--- src/rtl/acsu_pipe_pkg.sv ---
// Shared Viterbi types and helpers: state counts, trellis predecessors,
// saturating metric adds.
package viterbi_pkg;

  localparam int MW = 32;

  typedef logic [MW-1:0] metric_t;

  function automatic int ns_of(input int k);
    return 1 << (k - 1);
  endfunction

  function automatic int sw_of(input int k);
    return (k > 1) ? k - 1 : 1;
  endfunction

  function automatic int pred0(input int j, input int ns);
    return 2 * (j % (ns / 2));
  endfunction

  function automatic metric_t sat_add(
    input metric_t a,
    input metric_t b,
    input int      w
  );
    logic [MW:0] s;
    metric_t     mx;
    s  = {1'b0, a} + {1'b0, b};
    mx = metric_t'((64'd1 << w) - 64'd1);
    return (s > {1'b0, mx}) ? mx : s[MW-1:0];
  endfunction

endpackage

--- src/rtl/acsu_pipe_if.sv ---
// BMU -> ACSU -> TBU bundle: one trellis step in,
// one decision vector out.
interface acsu_pipe_if #(
  parameter int K    = 3,
  parameter int BM_W = 2,
  parameter int PM_W = 8
);
  import viterbi_pkg::*;

  localparam int NS = ns_of(K);
  localparam int SW = sw_of(K);

  logic                   valid_i;
  logic                   start_i;
  logic [2*NS*BM_W-1:0]   bm_i;
  logic [NS-1:0]          dec_o;
  logic                   dec_valid_o;
  logic [SW-1:0]          best_state_o;
  logic [NS*PM_W-1:0]     pm_o;

  modport master (
    output valid_i, start_i, bm_i,
    input  dec_o, dec_valid_o, best_state_o, pm_o
  );

  modport slave (
    input  valid_i, start_i, bm_i,
    output dec_o, dec_valid_o, best_state_o, pm_o
  );

endinterface

--- src/rtl/acsu_pipe_acs_cell.sv ---
// One add-compare-select butterfly half: two saturating adds,
// compare, select. Ties pick branch 0.
module acs_cell
  import viterbi_pkg::*;
#(
  parameter int PM_W = 8,
  parameter int BM_W = 2
) (
  input  logic [PM_W-1:0] pm0,
  input  logic [PM_W-1:0] pm1,
  input  logic [BM_W-1:0] bm0,
  input  logic [BM_W-1:0] bm1,
  output logic [PM_W-1:0] pm_new,
  output logic            dec
);

  metric_t c0;
  metric_t c1;

  always_comb begin
    c0     = sat_add(metric_t'(pm0), metric_t'(bm0), PM_W);
    c1     = sat_add(metric_t'(pm1), metric_t'(bm1), PM_W);
    dec    = (c1 < c0);
    pm_new = PM_W'(dec ? c1 : c0);
  end

endmodule

--- src/rtl/acsu_pipe.sv ---
// Registered radix-2 ACS unit: path metrics, start mux,
// renormaliser and best-state search.
module acsu_pipe
  import viterbi_pkg::*;
#(
  parameter int K         = 3,
  parameter int BM_W      = 2,
  parameter int PM_W      = 8,
  parameter int INIT_BIAS = 64
) (
  input  logic        clk_i,
  input  logic        rst_i,
  acsu_pipe_if.slave  bus
);

  localparam int NS = ns_of(K);
  localparam int SW = sw_of(K);

  typedef logic [PM_W-1:0] pm_t;

  pm_t           pm_q [NS];
  pm_t           base [NS];
  pm_t           acs  [NS];
  pm_t           nxt  [NS];
  pm_t           mn;
  logic [NS-1:0] dec;
  logic [NS-1:0] dec_q;
  logic [SW-1:0] best;
  logic [SW-1:0] best_q;
  logic          dv_q;
  logic          all_msb;

  function automatic pm_t init_pm(input int j);
    return (j == 0) ? '0 : pm_t'(INIT_BIAS);
  endfunction

  // a start beat restarts the frame from the init vector
  always_comb begin
    for (int j = 0; j < NS; j++)
      base[j] = bus.start_i ? init_pm(j) : pm_q[j];
  end

  for (genvar j = 0; j < NS; j++) begin : g_acs
    localparam int P0 = pred0(j, NS);
    acs_cell #(
      .PM_W (PM_W),
      .BM_W (BM_W)
    ) u_cell (
      .pm0    (base[P0]),
      .pm1    (base[P0+1]),
      .bm0    (bus.bm_i[(2*j)*BM_W +: BM_W]),
      .bm1    (bus.bm_i[(2*j+1)*BM_W +: BM_W]),
      .pm_new (acs[j]),
      .dec    (dec[j])
    );
  end

  // all metrics in the upper half: drop the common MSB
  always_comb begin
    all_msb = 1'b1;
    for (int j = 0; j < NS; j++)
      all_msb = all_msb & acs[j][PM_W-1];
    for (int j = 0; j < NS; j++)
      nxt[j] = all_msb ? {1'b0, acs[j][PM_W-2:0]} : acs[j];
  end

  always_comb begin
    best = '0;
    mn   = nxt[0];
    for (int j = 1; j < NS; j++) begin
      if (nxt[j] < mn) begin
        mn   = nxt[j];
        best = SW'(j);
      end
    end
  end

  always_ff @(posedge clk_i) begin
    if (rst_i) begin
      for (int j = 0; j < NS; j++)
        pm_q[j] <= init_pm(j);
      dec_q  <= '0;
      best_q <= '0;
      dv_q   <= 1'b0;
    end else begin
      dv_q <= bus.valid_i;
      if (bus.valid_i) begin
        for (int j = 0; j < NS; j++)
          pm_q[j] <= nxt[j];
        dec_q  <= dec;
        best_q <= best;
      end
    end
  end

  always_comb begin
    bus.pm_o = '0;
    for (int j = 0; j < NS; j++)
      bus.pm_o[j*PM_W +: PM_W] = pm_q[j];
  end

  assign bus.dec_o        = dec_q;
  assign bus.dec_valid_o  = dv_q;
  assign bus.best_state_o = best_q;

endmodule

--- src/flat_wrapper.sv ---
// flat-port wrapper written by rule: the top's interface ports become plain ports
module acsu_pipe_flat import viterbi_pkg::*;
#(
  parameter int K         = 3,
  parameter int BM_W      = 2,
  parameter int PM_W      = 8,
  parameter int INIT_BIAS = 64
)
  (clk_i, rst_i, bus_valid_i, bus_start_i, bus_bm_i, bus_dec_o, bus_dec_valid_o, bus_best_state_o, bus_pm_o);
  acsu_pipe_if #(.K(K), .BM_W(BM_W), .PM_W(PM_W)) bus_i ();
  input  logic clk_i;
  input  logic rst_i;
  input wire logic [$bits(bus_i.valid_i)-1:0] bus_valid_i;
  input wire logic [$bits(bus_i.start_i)-1:0] bus_start_i;
  input wire logic [$bits(bus_i.bm_i)-1:0] bus_bm_i;
  output wire logic [$bits(bus_i.dec_o)-1:0] bus_dec_o;
  output wire logic [$bits(bus_i.dec_valid_o)-1:0] bus_dec_valid_o;
  output wire logic [$bits(bus_i.best_state_o)-1:0] bus_best_state_o;
  output wire logic [$bits(bus_i.pm_o)-1:0] bus_pm_o;
  assign bus_i.valid_i = bus_valid_i;
  assign bus_i.start_i = bus_start_i;
  assign bus_i.bm_i = bus_bm_i;
  assign bus_dec_o = bus_i.dec_o;
  assign bus_dec_valid_o = bus_i.dec_valid_o;
  assign bus_best_state_o = bus_i.best_state_o;
  assign bus_pm_o = bus_i.pm_o;
  acsu_pipe #(.K(K), .BM_W(BM_W), .PM_W(PM_W), .INIT_BIAS(INIT_BIAS)) u_core (.clk_i(clk_i), .rst_i(rst_i), .bus(bus_i));
endmodule
--- config.mk ---
export PLATFORM = sky130hd
export DESIGN_NAME = acsu_pipe_flat
export DESIGN_NICKNAME = d
export VERILOG_FILES = /design/src/rtl/acsu_pipe_pkg.sv /design/src/rtl/acsu_pipe_if.sv /design/src/rtl/acsu_pipe_acs_cell.sv /design/src/rtl/acsu_pipe.sv /design/src/flat_wrapper.sv
export SDC_FILE = /design/constraint.sdc
export NUM_CORES = 1
export LEC_CHECK = 0
export ABC_AREA = 0
export BUFFER_PORTS_ARGS = -buffer_cell sky130_fd_sc_hd__buf_2
export CORE_AREA = 2 2 138 140
export DETAILED_ROUTE_END_ITERATION = 10
export DIE_AREA = 0 0 140 142
export GPL_ROUTABILITY_DRIVEN = 0
export PLACE_DENSITY_LB_ADDON = 0.08
export SLEW_MARGIN = 20
export SYNTH_ARGS = -nofsm -noshare
export SYNTH_HDL_FRONTEND = slang
export SYNTH_HIERARCHICAL = 1
export SYNTH_SLANG_ARGS = --single-unit
--- constraint.sdc ---
create_clock -name clk_i -period 9.85 [get_ports clk_i]
set_input_delay 0.985 -clock clk_i [delete_from_list [all_inputs] [get_ports clk_i]]
set_output_delay 0.985 -clock clk_i [all_outputs]
set_load 0.01 [all_outputs]
==> results of run 1 <==
[worst max-delay path by stage]
stage	start	to	slack (ns)	cells past startpoint
3_3_place_gp	bus_start_i	u_core/bus.best_state_o[1]	0.49	30
2_1_floorplan	bus_start_i	u_core/bus.best_state_o[1]	1.41	32
4_1_cts	bus_start_i	u_core/bus.best_state_o[1]	0.49	30
3_5_place_dp	bus_start_i	u_core/bus.best_state_o[1]	0.22	30
6_report	bus_start_i	u_core/bus.best_state_o[1]	0.68	30
5_1_grt	bus_start_i	u_core/bus.best_state_o[1]	0.07	30
[power groups by stage]
stage / clock, mW / sequential [mW] / combinational (mW)
2_1_floorplan: 0 / 0.211 / 0.334
3_3_place_gp: 0 / 0.208 / 0.467
3_5_place_dp: 0 / 0.208 / 0.472
4_1_cts: 0.168 / 0.205 / 0.475
5_1_grt: 0.172 / 0.206 / 0.532
6_report: 0.162 / 0.204 / 0.477
[worst reg2reg max path, delay by kind of cell, from the launching register on]
family,cells,cell delay (ns)
AOI/OAI and AO/OA,14,3.92
and+or+nand+nor,6,1.12
DFF,1,0.42
muxes,2,0.72
adders and majority gates,6,1.97
buffers and inverters,2,0.14
xor gates and xnor gates,1,0.13
[logic make-up after synthesis]
kind of cell	Yosys count
AO/OA/AOI/OAI	118
buffers and inverters	50
AND/OR/NAND/NOR	245
multiplexers	47
adder cells (fa/ha/maj)	78
other	8
flip-flops	39
XOR/XNOR	24
[routing by layer]
| layer | wire, µm | GRT usage [%] | up-vias | part of all wire [%] |
|---|---|---|---|---|
| met5 | 0 | 0 | - | 0 |
| met4 | 187 | 2.82 | 0 | 1.1 |
| met3 | 569 | 2.25 | 12 | 3.4 |
| met2 | 7760 | 28.9 | 79 | 46 |
| met1 | 8470 | 24.6 | 2306 | 50 |
| li1 | - | - | 2410 | - |
[cell type report]
type | count | area (µm²) | share of cell area [%]
clock buffers | 6 | 129 | 2.04
clock inverters | 2 | 12.5 | 0.198
multi-input cells | 520 | 4130 | 65.3
flip-flops and latches | 39 | 1100 | 17.4
repair buffers | 89 | 523 | 8.27
inverters | 36 | 135 | 2.14
well taps | 234 | 293 | 4.63
[synthesized netlist by cell type (4+ instances only)]
master,n
sky130_fd_sc_hd__nand4_1,21
sky130_fd_sc_hd__a21oi_1,25
sky130_fd_sc_hd__and2_1,34
sky130_fd_sc_hd__nand3_1,26
sky130_fd_sc_hd__nor2_1,37
sky130_fd_sc_hd__mux2i_1,42
sky130_fd_sc_hd__fa_1,8
sky130_fd_sc_hd__buf_6,4
sky130_fd_sc_hd__clkbuf_1,8
sky130_fd_sc_hd__and4_1,9
sky130_fd_sc_hd__a41oi_1,4
sky130_fd_sc_hd__and4_4,6
sky130_fd_sc_hd__o31ai_4,4
sky130_fd_sc_hd__o21ai_0,15
sky130_fd_sc_hd__nand2_1,38
sky130_fd_sc_hd__ha_1,70
sky130_fd_sc_hd__xor2_1,12
sky130_fd_sc_hd__nand2b_1,14
sky130_fd_sc_hd__conb_1,8
sky130_fd_sc_hd__xnor2_1,12
sky130_fd_sc_hd__a21o_1,14
sky130_fd_sc_hd__a221oi_1,4
sky130_fd_sc_hd__inv_1,36
sky130_fd_sc_hd__a31oi_1,12
sky130_fd_sc_hd__and3_1,5
sky130_fd_sc_hd__or2_2,6
sky130_fd_sc_hd__edfxtp_1,32
sky130_fd_sc_hd__nor2b_1,34
sky130_fd_sc_hd__a31o_1,7
sky130_fd_sc_hd__dfxtp_1,7
[sequential cells by signal, summed over array words and instances (netlist names)]
register / cells
u_core/bus.dec_o: 4
u_core/pm_q: 32
u_core/bus.best_state_o: 2
u_core/bus.dec_valid_o: 1
[through the flow]
step | worst slack [ns] | power (mW)
2_1_floorplan | 1.41 | 0.545
3_3_place_gp | 0.495 | 0.675
3_5_place_dp | 0.222 | 0.680
4_1_cts | 0.494 | 0.847
5_1_grt | 0.0695 | 0.910
6_report | 0.683 | 0.843
==> results.py, run 1 <==
metrics = {
    "pwr": {
        "peakVddDrop_v": 0.0000850,
        "power_frac_clock_pct": 19.2,
        "power.share.switching_pct": 42.5,
        "power.leakage_nw": 2.94,
        "seq_power_share_pct": 24.2,
        "power_density_nw_per_um2": 133,
        "p_switching_mw": 0.358,
        "p_int_mw": 0.485,
        "comb_power_share_pct": 56.6,
    },
    "layout": {
        "diodes": 0,
        "final_common_cell": "sky130_fd_sc_hd__ha_1",
        "fillCellCount": 1916,
        "final_core_util_pct": 34.3,
        "area.growth.synth_to_final_pct": 16.3,
        "drive_gt1_share_pct": 19.9,
        "area_of_all_placed_cells_without_fillers_um2": 6330,
        "top_library_cells_by_usage_in_the_layout_fill_and_taps_aside": "sky130_fd_sc_hd__ha_1 (70), sky130_fd_sc_hd__buf_2 (58), sky130_fd_sc_hd__mux2i_1 (42), sky130_fd_sc_hd__nand2_1 (38), sky130_fd_sc_hd__nor2_1 (37)",
        "filler_free_cell_count_of_the_finished_design": 926,
        "finalNetCount": 789,
    },
    "sta": {
        "final.period_utilization_pct": 93.1,
        "drv_slew": 0,
        "worst_slew_pin_slew_ns": 0.914,
        "fin_setup_tns_ns": 0,
        "timing.hold.ws_ns": 0.484,
        "rsz0062_at_grt": "false",
        "slew_margin_rel_pct": 39.0,
        "setup_viol": 0,
        "upper_clock_frequency_limit_ghz": 0.109,
        "final_hold_viol_count": 0,
        "worst_clock_skew_ns": 0.00344,
        "period_minus_slack_ns": 9.17,
    },
    "critical_path": {
        "critPathCaptureType": "flop",
        "cp_peak_stage_delay_ns": 0.53,
        "critical_path.most_common_cell": "sky130_fd_sc_hd__ha_1",
        "critical_path_arrival_ns": 9.36,
        "timing.critical_path.slowest_stage_cell": "sky130_fd_sc_hd__a221oi_1",
        "start_kind": "primary input",
        "worst_r2r_path_depth": 31,
        "setup.reg_to_reg.worst_slack_ns": 1.34,
        "worst_r2r_endpoint": "u_core/bus.best_state_o[1]",
        "setup.worst_path.class": "primary input to flop",
        "crit-reg2reg-launch": "u_core/pm_q[1][0]",
        "bufs_and_invs_on_worst_path": 2,
        "crit_family": "compound AO/OA/AOI/OAI gates",
        "cp.required_ns": 10.04,
        "timing.critical_path.fanout_max": 21,
    },
    "clock_tree": {
        "cts-root-to-sink-buffers": 2,
        "cts_max_level": 2,
        "clk_root_buffer_cell": "sky130_fd_sc_hd__clkbuf_16",
        "clkSlewWorstSetupHoldPaths_ns": 0.06,
        "tritoncts": "built",
        "post_cts_hold_buffer_count": 0,
        "post_cts_resized": 0,
        "numClockSinks": 39,
        "post-cts-setup-buffer-count": 0,
        "clkLatencyLatePin_ns": 0.28,
        "cts_bufs_inserted": 5,
    },
    "synthesis": {
        "synth-xor-area-share_pct": 3.86,
        "synth_area_um2": 5440,
        "synth_top_flop_cell": "sky130_fd_sc_hd__edfxtp_1",
        "register_bit_total_from_synthesis": 39,
        "synth_adder_area_share_pct": 19.0,
        "ys.warnings.count": 6,
        "synthTopCellsByArea": "sky130_fd_sc_hd__edfxtp_1 (18%), sky130_fd_sc_hd__ha_1 (16%), sky130_fd_sc_hd__mux2i_1 (7.7%), sky130_fd_sc_hd__and2_1 (3.9%), sky130_fd_sc_hd__nor2b_1 (3.9%)",
        "syn-instance-count": 609,
        "share_of_the_synthesized_area_in_compound_gates_ao_oa_aoi_oai_pct": 17.2,
        "synth_nets": 707,
        "synthMuxAreaShare_pct": 8.90,
        "number_of_enable_type_register_cells_in_the_synthesized_netlist": 32,
        "asyncSetResetFlopFracSynth_pct": 0,
        "synth_top_family_by_area": "simple AND/OR/NAND/NOR gates",
        "synth_seq_area_share_pct": 20.2,
        "proportion_of_netlist_area_held_by_the_largest_area_contributor_pct": 17.7,
        "ys_types": 66,
        "yosys.area.top_type": "sky130_fd_sc_hd__edfxtp_1",
        "synth_simple_gate_area_share_pct": 26.2,
        "avgSynthCellArea_um2": 8.93,
    },
    "detailed_routing": {
        "vias": 4807,
        "wl_per_cell_um": 18.3,
        "drc": 4,
        "routed_via_density": 5.19,
        "postRouteAntennaNets": 0,
        "dr.pass1.iters": 10,
        "drt-initial-drc-count": 273,
        "totalWireLength_mm": 17.0,
    },
    "hold_path": {
        "worstHoldStart": "u_core/bus.dec_o[0]",
        "hp-class": "flop to flop",
        "whs_endpoint": "u_core/bus.dec_o[0]",
        "worst_hold_path.num_cells": 2,
    },
    "grt": {
        "globalRouteTotalUtil_pct": 17.4,
        "grt_max_degree": 34,
        "first_global_vias": 4792,
        "grt_overflow_total": 0,
        "grt_antenna_before_repair": 0,
        "grt_first_pass_wirelength_mm": 27.0,
    },
    "placed_design": {
        "portBuffers": 58,
        "detailedPlacementHpwl_mm": 14.2,
        "post_placement_cell_count": 918,
        "placed_cell_area_um2": 6170,
    },
    "floorplan": {
        "floorplan.core_area_um2": 18500,
        "die_x_um": 140,
        "start_util_pct": 29.5,
        "die-area_um2": 19900,
        "dieHeight_um": 142,
        "core.rowCount": 50,
        "floorplan.io_pins": 59,
    },
    "run_status": {
        "violated_checks": "DRC",
        "status": "finished, violations left",
    },
    "job": {
        "maxCapViolCount": 0,
    },
}
Note: power is estimated with default switching activity, not from simulation.
==> inputs of run 2 (changes only) <==
- CORE_AREA: 2 2 138 140 -> 2 2 137 139
- DIE_AREA: 0 0 140 142 -> 0 0 139 141
- SYNTH_HIERARCHICAL: 1 -> unset
==> run 2 against run 1 <==
Effect of this change:
- clock-buffer cell count fell by 1
- sequential share of layout area rose by 0.35 points
- first-iteration DRC count rose by 8.1%
- design area fell by 2.0%
- synthesized area fell by 1.7%
- largest power group unchanged
- via count rose by 7.7%
- sequential power rose by 9%
- the run now ends clean
==> results.py, run 2 <==
metrics = {
    "run_status": {
        "status": "completed",
    },
    "sta": {
        "worst_clock_skew_ns": 0.00462,
        "final_hold_viol_count": 0,
        "slew_margin_rel_pct": 35.3,
        "upper_clock_frequency_limit_ghz": 0.109,
        "worst_slew_pin_slew_ns": 0.970,
        "final.period_utilization_pct": 93.4,
        "period_minus_slack_ns": 9.20,
        "drv_slew": 0,
        "fin_setup_tns_ns": 0,
        "timing.hold.ws_ns": 0.468,
        "setup_viol": 0,
    },
    "detailed_routing": {
        "drc": 0,
        "totalWireLength_mm": 18.2,
        "dr.pass1.iters": 5,
        "drt-initial-drc-count": 295,
        "vias": 5177,
        "routed_via_density": 5.32,
        "wl_per_cell_um": 18.7,
        "postRouteAntennaNets": 0,
    },
    "clock_tree": {
        "cts_max_level": 2,
        "clkSlewWorstSetupHoldPaths_ns": 0.06,
        "clkLatencyLatePin_ns": 0.29,
        "tritoncts": "built",
        "post_cts_hold_buffer_count": 0,
        "clk_root_buffer_cell": "sky130_fd_sc_hd__clkbuf_16",
        "numClockSinks": 39,
        "cts_bufs_inserted": 5,
        "cts-root-to-sink-buffers": 2,
    },
    "floorplan": {
        "start_util_pct": 29.3,
        "floorplan.io_pins": 59,
        "floorplan.core_area_um2": 18300,
        "core.rowCount": 50,
        "die_x_um": 139,
        "dieHeight_um": 141,
        "die-area_um2": 19600,
    },
    "critical_path": {
        "setup.reg_to_reg.worst_slack_ns": 1.28,
        "setup.worst_path.class": "primary input to flop",
        "start_kind": "primary input",
        "critPathLaunch": "bus_start_i",
        "critical_path.most_common_cell": "sky130_fd_sc_hd__ha_1",
        "critPathCaptureType": "flop",
        "timing.critical_path.slowest_stage_cell": "sky130_fd_sc_hd__nor4_4",
        "crit_end": "u_core.bus.best_state_o[1]",
        "worst_r2r_path_depth": 41,
        "critical_path_arrival_ns": 9.41,
        "cp_peak_stage_delay_ns": 0.37,
        "crit-reg2reg-launch": "u_core.pm_q[0][1]",
        "cp.required_ns": 10.06,
        "worst_r2r_endpoint": "u_core.bus.best_state_o[1]",
        "timing.critical_path.fanout_max": 15,
    },
    "layout": {
        "drive_gt1_share_pct": 17.9,
        "diodes": 0,
        "largest_register_ffs": 32,
        "area.growth.synth_to_final_pct": 16.0,
        "regMostFlops": "u_core.pm_q",
        "top_library_cells_by_usage_in_the_layout_fill_and_taps_aside": "sky130_fd_sc_hd__nor2_1 (79), sky130_fd_sc_hd__ha_1 (69), sky130_fd_sc_hd__nand2_1 (60), sky130_fd_sc_hd__buf_2 (58), sky130_fd_sc_hd__a21oi_1 (47)",
        "finalNetCount": 827,
        "fillCellCount": 1942,
        "area_of_all_placed_cells_without_fillers_um2": 6200,
        "multiInputGateArea_um2": 4050,
        "final_common_cell": "sky130_fd_sc_hd__nor2_1",
        "area.sequential_um2": 1100,
    },
    "pwr": {
        "fin_total_pwr_mw": 0.838,
        "power.leakage_nw": 2.77,
        "p_int_mw": 0.481,
        "power_frac_clock_pct": 19.7,
        "p_switching_mw": 0.357,
        "seq_power_share_pct": 26.5,
        "peakVddDrop_v": 0.0000826,
        "power.share.switching_pct": 42.6,
        "comb_power_share_pct": 53.8,
        "power_density_nw_per_um2": 135,
    },
    "synthesis": {
        "synth-xor-area-share_pct": 3.77,
        "ys_types": 81,
        "register_bit_total_from_synthesis": 39,
        "number_of_enable_type_register_cells_in_the_synthesized_netlist": 32,
        "synth_simple_gate_area_share_pct": 26.3,
        "yosys.area.top_type": "sky130_fd_sc_hd__edfxtp_1",
        "asyncSetResetFlopFracSynth_pct": 0,
        "synthTopCellsByArea": "sky130_fd_sc_hd__edfxtp_1 (18%), sky130_fd_sc_hd__ha_1 (16%), sky130_fd_sc_hd__nor2_1 (5.5%), sky130_fd_sc_hd__mux2i_1 (5.1%), sky130_fd_sc_hd__a21oi_1 (4.6%)",
        "post_synth_most_frequent_cells": "sky130_fd_sc_hd__nor2_1 (79), sky130_fd_sc_hd__ha_1 (69), sky130_fd_sc_hd__nand2_1 (60)",
        "synth_most_common_cell": "sky130_fd_sc_hd__nor2_1",
        "synth_adder_area_share_pct": 18.0,
        "synth_area_um2": 5350,
        "avgSynthCellArea_um2": 8.00,
        "ys.warnings.count": 0,
        "synth_top_family_by_area": "simple AND/OR/NAND/NOR gates",
        "share_of_the_synthesized_area_in_compound_gates_ao_oa_aoi_oai_pct": 19.0,
        "synth_top_flop_cell": "sky130_fd_sc_hd__edfxtp_1",
        "proportion_of_netlist_area_held_by_the_largest_area_contributor_pct": 18.0,
        "synth_seq_area_share_pct": 20.6,
        "synthMuxAreaShare_pct": 7.30,
        "syn-instance-count": 668,
    },
    "grt": {
        "grt_antenna_before_repair": 0,
        "grt_overflow_total": 0,
        "grt_first_pass_wirelength_mm": 28.5,
        "first_global_vias": 5085,
        "globalRouteTotalUtil_pct": 18.4,
        "use_met2_pct": 29.3,
        "grt_max_degree": 33,
        "met3_usage_pct": 2.04,
        "gr-usage-met1_pct": 27.3,
        "top_usage_layer": "met2",
    },
    "hold_path": {
        "worst_hold_path.num_cells": 2,
        "hp-class": "flop to flop",
    },
    "placed_design": {
        "portBuffers": 58,
        "detailedPlacementHpwl_mm": 14.9,
        "placed_cell_area_um2": 5990,
    },
    "job": {
        "maxCapViolCount": 0,
    },
}
[run 2: cells by family (layout without fill, tap and decap cells)]
kind of cell | Yosys count | in the layout
and+or+nand+nor | 271 | 271
AOI/OAI and AO/OA | 151 | 151
adders and majority gates | 79 | 79
buffers and inverters | 66 | 131
DFF | 39 | 39
muxes | 37 | 37
xor gates and xnor gates | 23 | 23
other | 2 | 8
[run 2: stage by stage]
| stage | setup WS [ns] | instances | utilization, % |
|---|---|---|---|
| floorplan | 0.552 | 674 | - |
| global placement | 0.364 | 961 | 32.8 |
| detailed placement | -0.0841 | 961 | 32.8 |
| CTS | 0.262 | 969 | 33.6 |
| global route | -0.00708 | 973 | 33.9 |
| finish | 0.648 | 973 | 33.9 |
[run 2: layout make-up]
| class | instances | share of cell area (%) |
|---|---|---|
| clock buffers | 5 | 2.02 |
| clock inverters | 3 | 0.323 |
| inverters | 43 | 2.60 |
| multi-input cells | 569 | 65.2 |
| flip-flops and latches | 39 | 17.8 |
| well taps | 234 | 4.72 |
| repair buffers | 80 | 7.34 |
[run 2: power by group through the flow]
stage | clock network (mW) | logic, mW | registers (mW)
detailed placement | 0 | 0.432 | 0.225
global placement | 0 | 0.429 | 0.225
global route | 0.175 | 0.503 | 0.224
finish | 0.165 | 0.451 | 0.222
CTS | 0.168 | 0.436 | 0.221
floorplan | 0 | 0.306 | 0.219
[run 2: metal layers]
metal	vias up	routed length (µm)
met4	0	155
met3	11	659
met2	110	8190
met1	2492	9170
met5	-	0
li1	2564	-
[run 2: worst min-delay path by stage]
stage | from | end | slack [ns]
floorplan | u_core.bus.dec_o[0] | u_core.bus.dec_o[0] | 0.49
global placement | u_core.bus.dec_o[2] | u_core.bus.dec_o[2] | 0.46
detailed placement | u_core.bus.dec_o[2] | u_core.bus.dec_o[2] | 0.46
CTS | u_core.bus.dec_o[2] | u_core.bus.dec_o[2] | 0.47
global route | u_core.bus.dec_o[3] | u_core.bus.dec_o[3] | 0.49
finish | u_core.bus.dec_o[3] | u_core.bus.dec_o[3] | 0.47
[run 2: timing repair]
item,in CTS,in global routing
endpoints found under the hold margin,0,0
setup endpoints to repair,0,2
resized for setup,0,7
setup buffers,0,4
[run 2: worst max-delay path, delay by kind of cell]
kind,cells,cell delay [ns]
compound gates,16,3.02
simple gates,13,2.22
fa+ha+maj,6,1.56
mux,3,0.95
buf+inv,4,0.66
